**config.mk**
```make
export PLATFORM = sky130hd
export DESIGN_NAME = image_tx_serializer
export DESIGN_NICKNAME = d
export VERILOG_FILES = /design/src/rtl/image_tx_serializer.sv
export SDC_FILE = /design/constraint.sdc
export NUM_CORES = 2
export LEC_CHECK = 0
export ABC_AREA = 1
export CAP_MARGIN = 20
export CORE_AREA = 2 2 304 306
export CTS_CLUSTER_DIAMETER = 60
export DETAILED_ROUTE_END_ITERATION = 8
export DIE_AREA = 0 0 306 308
export PLACE_DENSITY = 0.66
export SLEW_MARGIN = 5
export SYNTH_ARGS = -nofsm -noshare
export SYNTH_HDL_FRONTEND = slang
export SYNTH_SLANG_ARGS = --single-unit
```
**constraint.sdc**
```tcl
create_clock -name fpga_clk -period 3.1 [get_ports fpga_clk]
set_clock_uncertainty 0.2 [all_clocks]
set_input_delay 0.31 -clock fpga_clk [delete_from_list [all_inputs] [get_ports fpga_clk]]
set_output_delay 0.31 -clock fpga_clk [all_outputs]
set_load 0.02 [all_outputs]
```
**src/rtl/image_tx_serializer.sv**
```systemverilog
// image_tx_serializer: clock-master bit-serial image transmitter with sync header and checksum trailer
module image_tx_serializer #(
  parameter int LENGTH = 28,
  parameter int WIDTH = 28,
  parameter int CLK_DIV = 1000,
  parameter logic [7:0] SYNC = 8'hA5
) (
  input  logic fpga_clk,
  input  logic rst,
  input  logic start,
  input  logic [LENGTH*WIDTH-1:0] image,
  output logic tx_clk,
  output logic tx_data,
  output logic tx_en,
  output logic busy,
  output logic done
);
  localparam int P = LENGTH * WIDTH;
  localparam int DW = $clog2(CLK_DIV + 1);
  localparam int CW = $clog2(P + 1) > 3 ? $clog2(P + 1) : 3;
  localparam logic [2:0] IDLE = 3'd0, HEADER = 3'd1, PAYLOAD = 3'd2, TRAILER = 3'd3, FINISH = 3'd4;
  logic [2:0] state_q, state_d;
  logic [DW-1:0] div_q, div_d;
  logic [CW-1:0] cnt_q, cnt_d, cnt_n;
  logic [P-1:0] sh_q, sh_d;
  logic [7:0] csum_q, csum_d;
  logic clk_q, clk_d, data_q, data_d, en_q, en_d, busy_q, busy_d, done_q, done_d;
  logic wrap, fall, last;
  assign wrap = div_q == DW'(CLK_DIV - 1);
  assign fall = wrap && clk_q;
  assign cnt_n = cnt_q + 1'b1;
  assign last = cnt_q == (state_q == PAYLOAD ? CW'(P - 1) : CW'(7));
  always_comb begin
    state_d = state_q;
    div_d = div_q;
    cnt_d = cnt_q;
    sh_d = sh_q;
    csum_d = csum_q;
    clk_d = clk_q;
    data_d = data_q;
    en_d = en_q;
    busy_d = busy_q;
    done_d = 1'b0;
    if (state_q == IDLE || state_q == FINISH) begin
      {clk_d, data_d, en_d, busy_d} = '0;
      state_d = IDLE;
      if (start) begin
        state_d = HEADER;
        div_d = '0;
        cnt_d = '0;
        sh_d = image;
        csum_d = '0;
        data_d = SYNC[0];
        en_d = 1'b1;
        busy_d = 1'b1;
      end
    end else begin
      div_d = wrap ? '0 : div_q + 1'b1;
      clk_d = clk_q ^ wrap;
      if (fall && state_q == TRAILER && last) begin
        state_d = FINISH;
        {clk_d, data_d, en_d, busy_d} = '0;
        done_d = 1'b1;
      end else if (fall) begin
        cnt_d = last ? '0 : cnt_n;
        state_d = last ? (state_q == HEADER ? PAYLOAD : TRAILER) : state_q;
        if ((state_q == HEADER && last) || (state_q == PAYLOAD && !last)) begin
          data_d = sh_q[0];
          sh_d = sh_q >> 1;
          csum_d = csum_q + {7'd0, sh_q[0]};
        end else
          data_d = state_q == HEADER ? SYNC[cnt_n[2:0]] : csum_q[last ? 3'd0 : cnt_n[2:0]];
      end
    end
  end
  always_ff @(posedge fpga_clk)
    if (rst) begin
      state_q <= IDLE;
      div_q <= '0;
      cnt_q <= '0;
      sh_q <= '0;
      csum_q <= '0;
      clk_q <= 1'b0;
      data_q <= 1'b0;
      en_q <= 1'b0;
      busy_q <= 1'b0;
      done_q <= 1'b0;
    end else begin
      state_q <= state_d;
      div_q <= div_d;
      cnt_q <= cnt_d;
      sh_q <= sh_d;
      csum_q <= csum_d;
      clk_q <= clk_d;
      data_q <= data_d;
      en_q <= en_d;
      busy_q <= busy_d;
      done_q <= done_d;
    end
  assign tx_clk = clk_q;
  assign tx_data = data_q;
  assign tx_en = en_q;
  assign busy = busy_q;
  assign done = done_q;
endmodule

```
==> results.md <==
- The run finished with clean final reports.
- The smallest setup slack after layout is 0.213 ns.
- The die outline area is 94,200 um2.
- Counting every sink on the clock net gives 819.
- Registers are responsible for 32.1% of the overall power.
- The total area inside the core boundary comes to 91,000 um2.
- The number of cells after detailed placement is 6,269.
- The flop and latch count out of synthesis is 819.
- The later pin in the worst-skew pair is clocked with a latency of around 0.66 ns.
- The worst setup timing slack at the placement stage is ~0.055 ns.
- The post-CTS clock slew at the launch and capture registers of the worst setup and hold paths is ~0.06 ns.
- The largest fanout on the critical path is 80.
- In this run the power spent charging and discharging nets is 21.0 mW.
- The share of post-route cells with drive strength above 1 is approximately a fifth.
- The critical path contains buffers and inverters numbering 4 combined.
- For this run, the register share of the synthesized area comes to 44.2%.
- The maximum number of pins on one net before global-route repair is approximately 170.
- The post-synthesis instance area is 37,100 um2.
- The total power per unit cell area is 1110 nW/um2.
- The most numerous cell type found on the critical path is inv_1.
- The first-pass GRT wire length is 186,000 um.
- The most area-hungry cell type in the Yosys netlist is dfxtp_1.
- The maximum buffer depth of the clock tree is 3.
- The count of nets left with antenna violations once routing finished came out at 0.
- The leakage power is 17.1 nW.
- Global routing finished with a remaining overflow of 0.
- The post-route fraction of the period consumed by the critical path is 93.1%.
- The type of destination of the critical path is a register.
- Synthesis produced 4,646 cells.
- The critical path goes through ha_1 -> nand2_1 -> inv_1 -> nand4_1 -> nor2_2 -> ha_2 -> nor2_1 -> inv_1 -> nand2_2 -> nor2_4 -> nand2_8 -> clkinv_16 -> buf_16 -> o211ai_1 -> a21oi_1.
- The CTS tree is yes.
- The max-slew violation count is 0.
- The initial standard-cell utilization of the core is 40.8%.
- The final critical path time including I/O delays and setup is 2.89 ns.
- Once detailed placement completed, the half-perimeter wirelength came to roughly 80,000 um.
- The die is 308 um tall.
- Summed over its instances, the top area cell type makes up 44.2% of the synthesized netlist area.
- Counting every net in the synthesized netlist gives around 5,400.
- Fill cells in the final layout number between 8,000 and 9,000.
- The average via count per standard cell is 5.33.
- The most used flip-flop cell after synthesis is dfxtp_1.
- The via count of the first global-routing pass is 32,900.
- The class of the tightest hold or removal check is in2reg.
- Global routing used about a quarter of the available tracks across all layers.
- From left edge to right edge, the die measures 306 um.
- The H-tree was split into 3 levels.
- The internal power of the cells totals 34.0 mW.
- The sum of negative setup slack is 0 ns.
- Once placement finished, the instance area stood at about 46,000 um2.
- The Yosys step of the flow raised 0 warnings.
- The share of power burned in the clock network is a little over a fifth.
- The pin slew with the least headroom to its limit is 0.985 ns.
- By area the synthesized netlist is led by dfxtp_1 (44%), o211ai_1 (16%), or2_2 (13%).
- The final-report hold violation count is 0.
- Relative to the synthesized area, the layout overhead comes to 33.7%.
- Wires add up to 123,000 um.
- At the end of routability-driven placement, the weighted congestion stood at 0.849.
- For this run, design rule violations remaining after detail routing come to 0.
- The count of flip-flops with a built-in enable after synthesis is 0.
- The total via count in the routed design is 34,800.
- The post-synthesis cell type count is 39.
- The headroom to the max-slew limit is 34.3%.
- The switching share of power is 38.2%.
- The largest single stage delay on the critical path is 0.37 ns.
- For this run, the detailed router's first-pass iteration total came to 6.
- Data on the critical path is required at its endpoint by around 3.5 ns.
- The number of buffers inserted by port buffering is 791.
- The final routed wire length divided by cell count is 18.8 um.
- Of all flip-flops after synthesis, the portion carrying an async set or reset was 0%.
- Max-cap violations in this run came to 0.
- The worst setup path is of the reg2reg kind.
- The number of nets in the final layout is 5,990.
- The initial DRC count is 3,120.
- The per-instance average area after synthesis is 7.98 um2.
- Across all hold checks on the routed design, the worst slack comes to 0.106 ns.
- The count of cells in the finished layout, fillers not included, comes to 6,526.
- Derived from the worst setup path, the maximum achievable clock frequency is between 0.3 and 0.4 GHz.
- Among all stages on the critical path, the largest delay is contributed by dfxtp_1.
- The tree is rooted in a clkbuf_16.
- The critical path arrival is 3.27 ns.
- The worst-case IR drop observed on VDD is roughly 0.88 mV.
- 792 I/O pins were placed.
- The initial antenna violation count is 75.
- With fillers left out, the area of the finished cells amounts to around 50,000 um2.
- The type of element launching the critical path is a register.
- Setup violations remaining at the end of the flow were counted as 0.
- The gate family responsible for the most delay along the worst path is simple AND/OR/NAND/NOR gates.
- The total clock buffers created by CTS is 96.
- Row generation in the floorplan step produced 111 rows.
- Combinational logic is responsible for 47.1% of the overall power.
## cell usage after synthesis, drive strengths merged, types with 2 or more instances
| cell | count |
|---|---|
| nand2 | 858 |
| buf | 171 |
| ha | 5 |
| or2 | 782 |
| o21ai | 10 |
| o21a | 2 |
| dfxtp | 819 |
| a221oi | 2 |
| o211ai | 785 |
| nor2 | 49 |
| a21oi | 806 |
| o32ai | 2 |
| a211oi | 3 |
| xor2 | 5 |
| inv | 43 |
| nand4 | 7 |
| nor3 | 4 |
| clkbuf | 268 |
| nand3 | 17 |
## flip-flops by register name, summed over array words and instances (netlist names)
name	count
busy	1
cnt_q	10
csum_q	8
div_q	10
done	1
sh_q	784
state_q	3
tx_clk	1
tx_data	1
## through the flow
step	total power, mW	util [%]
after floorplan	36.0	-
after global placement	42.3	50.4
after detailed placement	42.6	50.4
after CTS	54.2	53.9
after global routing	59.0	54.5
final	55.0	54.5
## cell type report
cell class	instances	area (um2)	area share (%)
antenna	67	168	0.338
tap	1186	1480	2.99
timing repair buffer	893	9460	19.1
clock buffer	141	2810	5.67
multi-input combinational	3344	18700	37.7
sequential	819	16400	33.1
inverter	44	199	0.401
clock inverter	32	365	0.737
## per-layer routing
metal | GRT usage (%) | part of all wire [%]
met1 | 30.4 | 42
met2 | 39.6 | 48
met3 | 5.72 | 5.8
met4 | 12.3 | 3.7
met5 | 0 | 0.15
## power by group through the flow
| stage | clock, mW | sequential (mW) | combinational, mW |
|---|---|---|---|
| 6_report | 11.4 | 17.7 | 25.9 |
| 5_1_grt | 12.1 | 18.2 | 28.7 |
| 4_1_cts | 11.6 | 17.6 | 25.0 |
| 3_5_place_dp | 0 | 17.8 | 24.9 |
| 3_3_place_gp | 0 | 17.6 | 24.7 |
| 2_1_floorplan | 0 | 17.1 | 18.9 |
## final timing paths
kind	startpoint	end	slack [ns]	cells past startpoint
max	div_q[0]	sh_q[70]	0.21	15
min	image[346]	sh_q[346]	0.11	3
min reg2reg	sh_q[273]	sh_q[273]	0.26	2
max reg2reg	div_q[0]	sh_q[70]	0.21	15
## tightest hold or removal path: stages
cell and delay (ns):
clkdlybuf4s50_1 0.39, o211ai_1 0.17, a21oi_1 0.06
## repair_timing
action / 4_1_cts / 5_1_grt
resized for setup: 0 / 31
hold buffers: 2 / 0
endpoints found under the setup margin: 0 / 619
endpoints found under the hold margin: 63 / 0
setup buffers: 0 / 8
## cells by family after synthesis
| group | Yosys count | share of synthesized area [%] |
|---|---|---|
| and+or+nand+nor | 1719 | 22.9 |
| adders and majority gates | 5 | 0.169 |
| DFF | 819 | 44.2 |
| xor gates and xnor gates | 6 | 0.142 |
| AOI/OAI and AO/OA | 1614 | 27.2 |
| buffers and inverters | 483 | 5.43 |
## cells in the final DEF, fill, tap and decap left out, drive strengths merged, types with 4 or more instances in the layout
cell / n
diode: 67
a21oi: 806
nor2: 49
o21ai: 10
inv: 48
nand3: 17
clkbuf: 148
or2: 782
nand2: 858
buf: 94
clkinv: 18
nand4: 7
nor3: 4
o211ai: 785
bufinv: 7
ha: 5
xor2: 5
dfxtp: 819
clkdlybuf4s50: 790
Note: power is estimated with default switching activity, not from simulation.
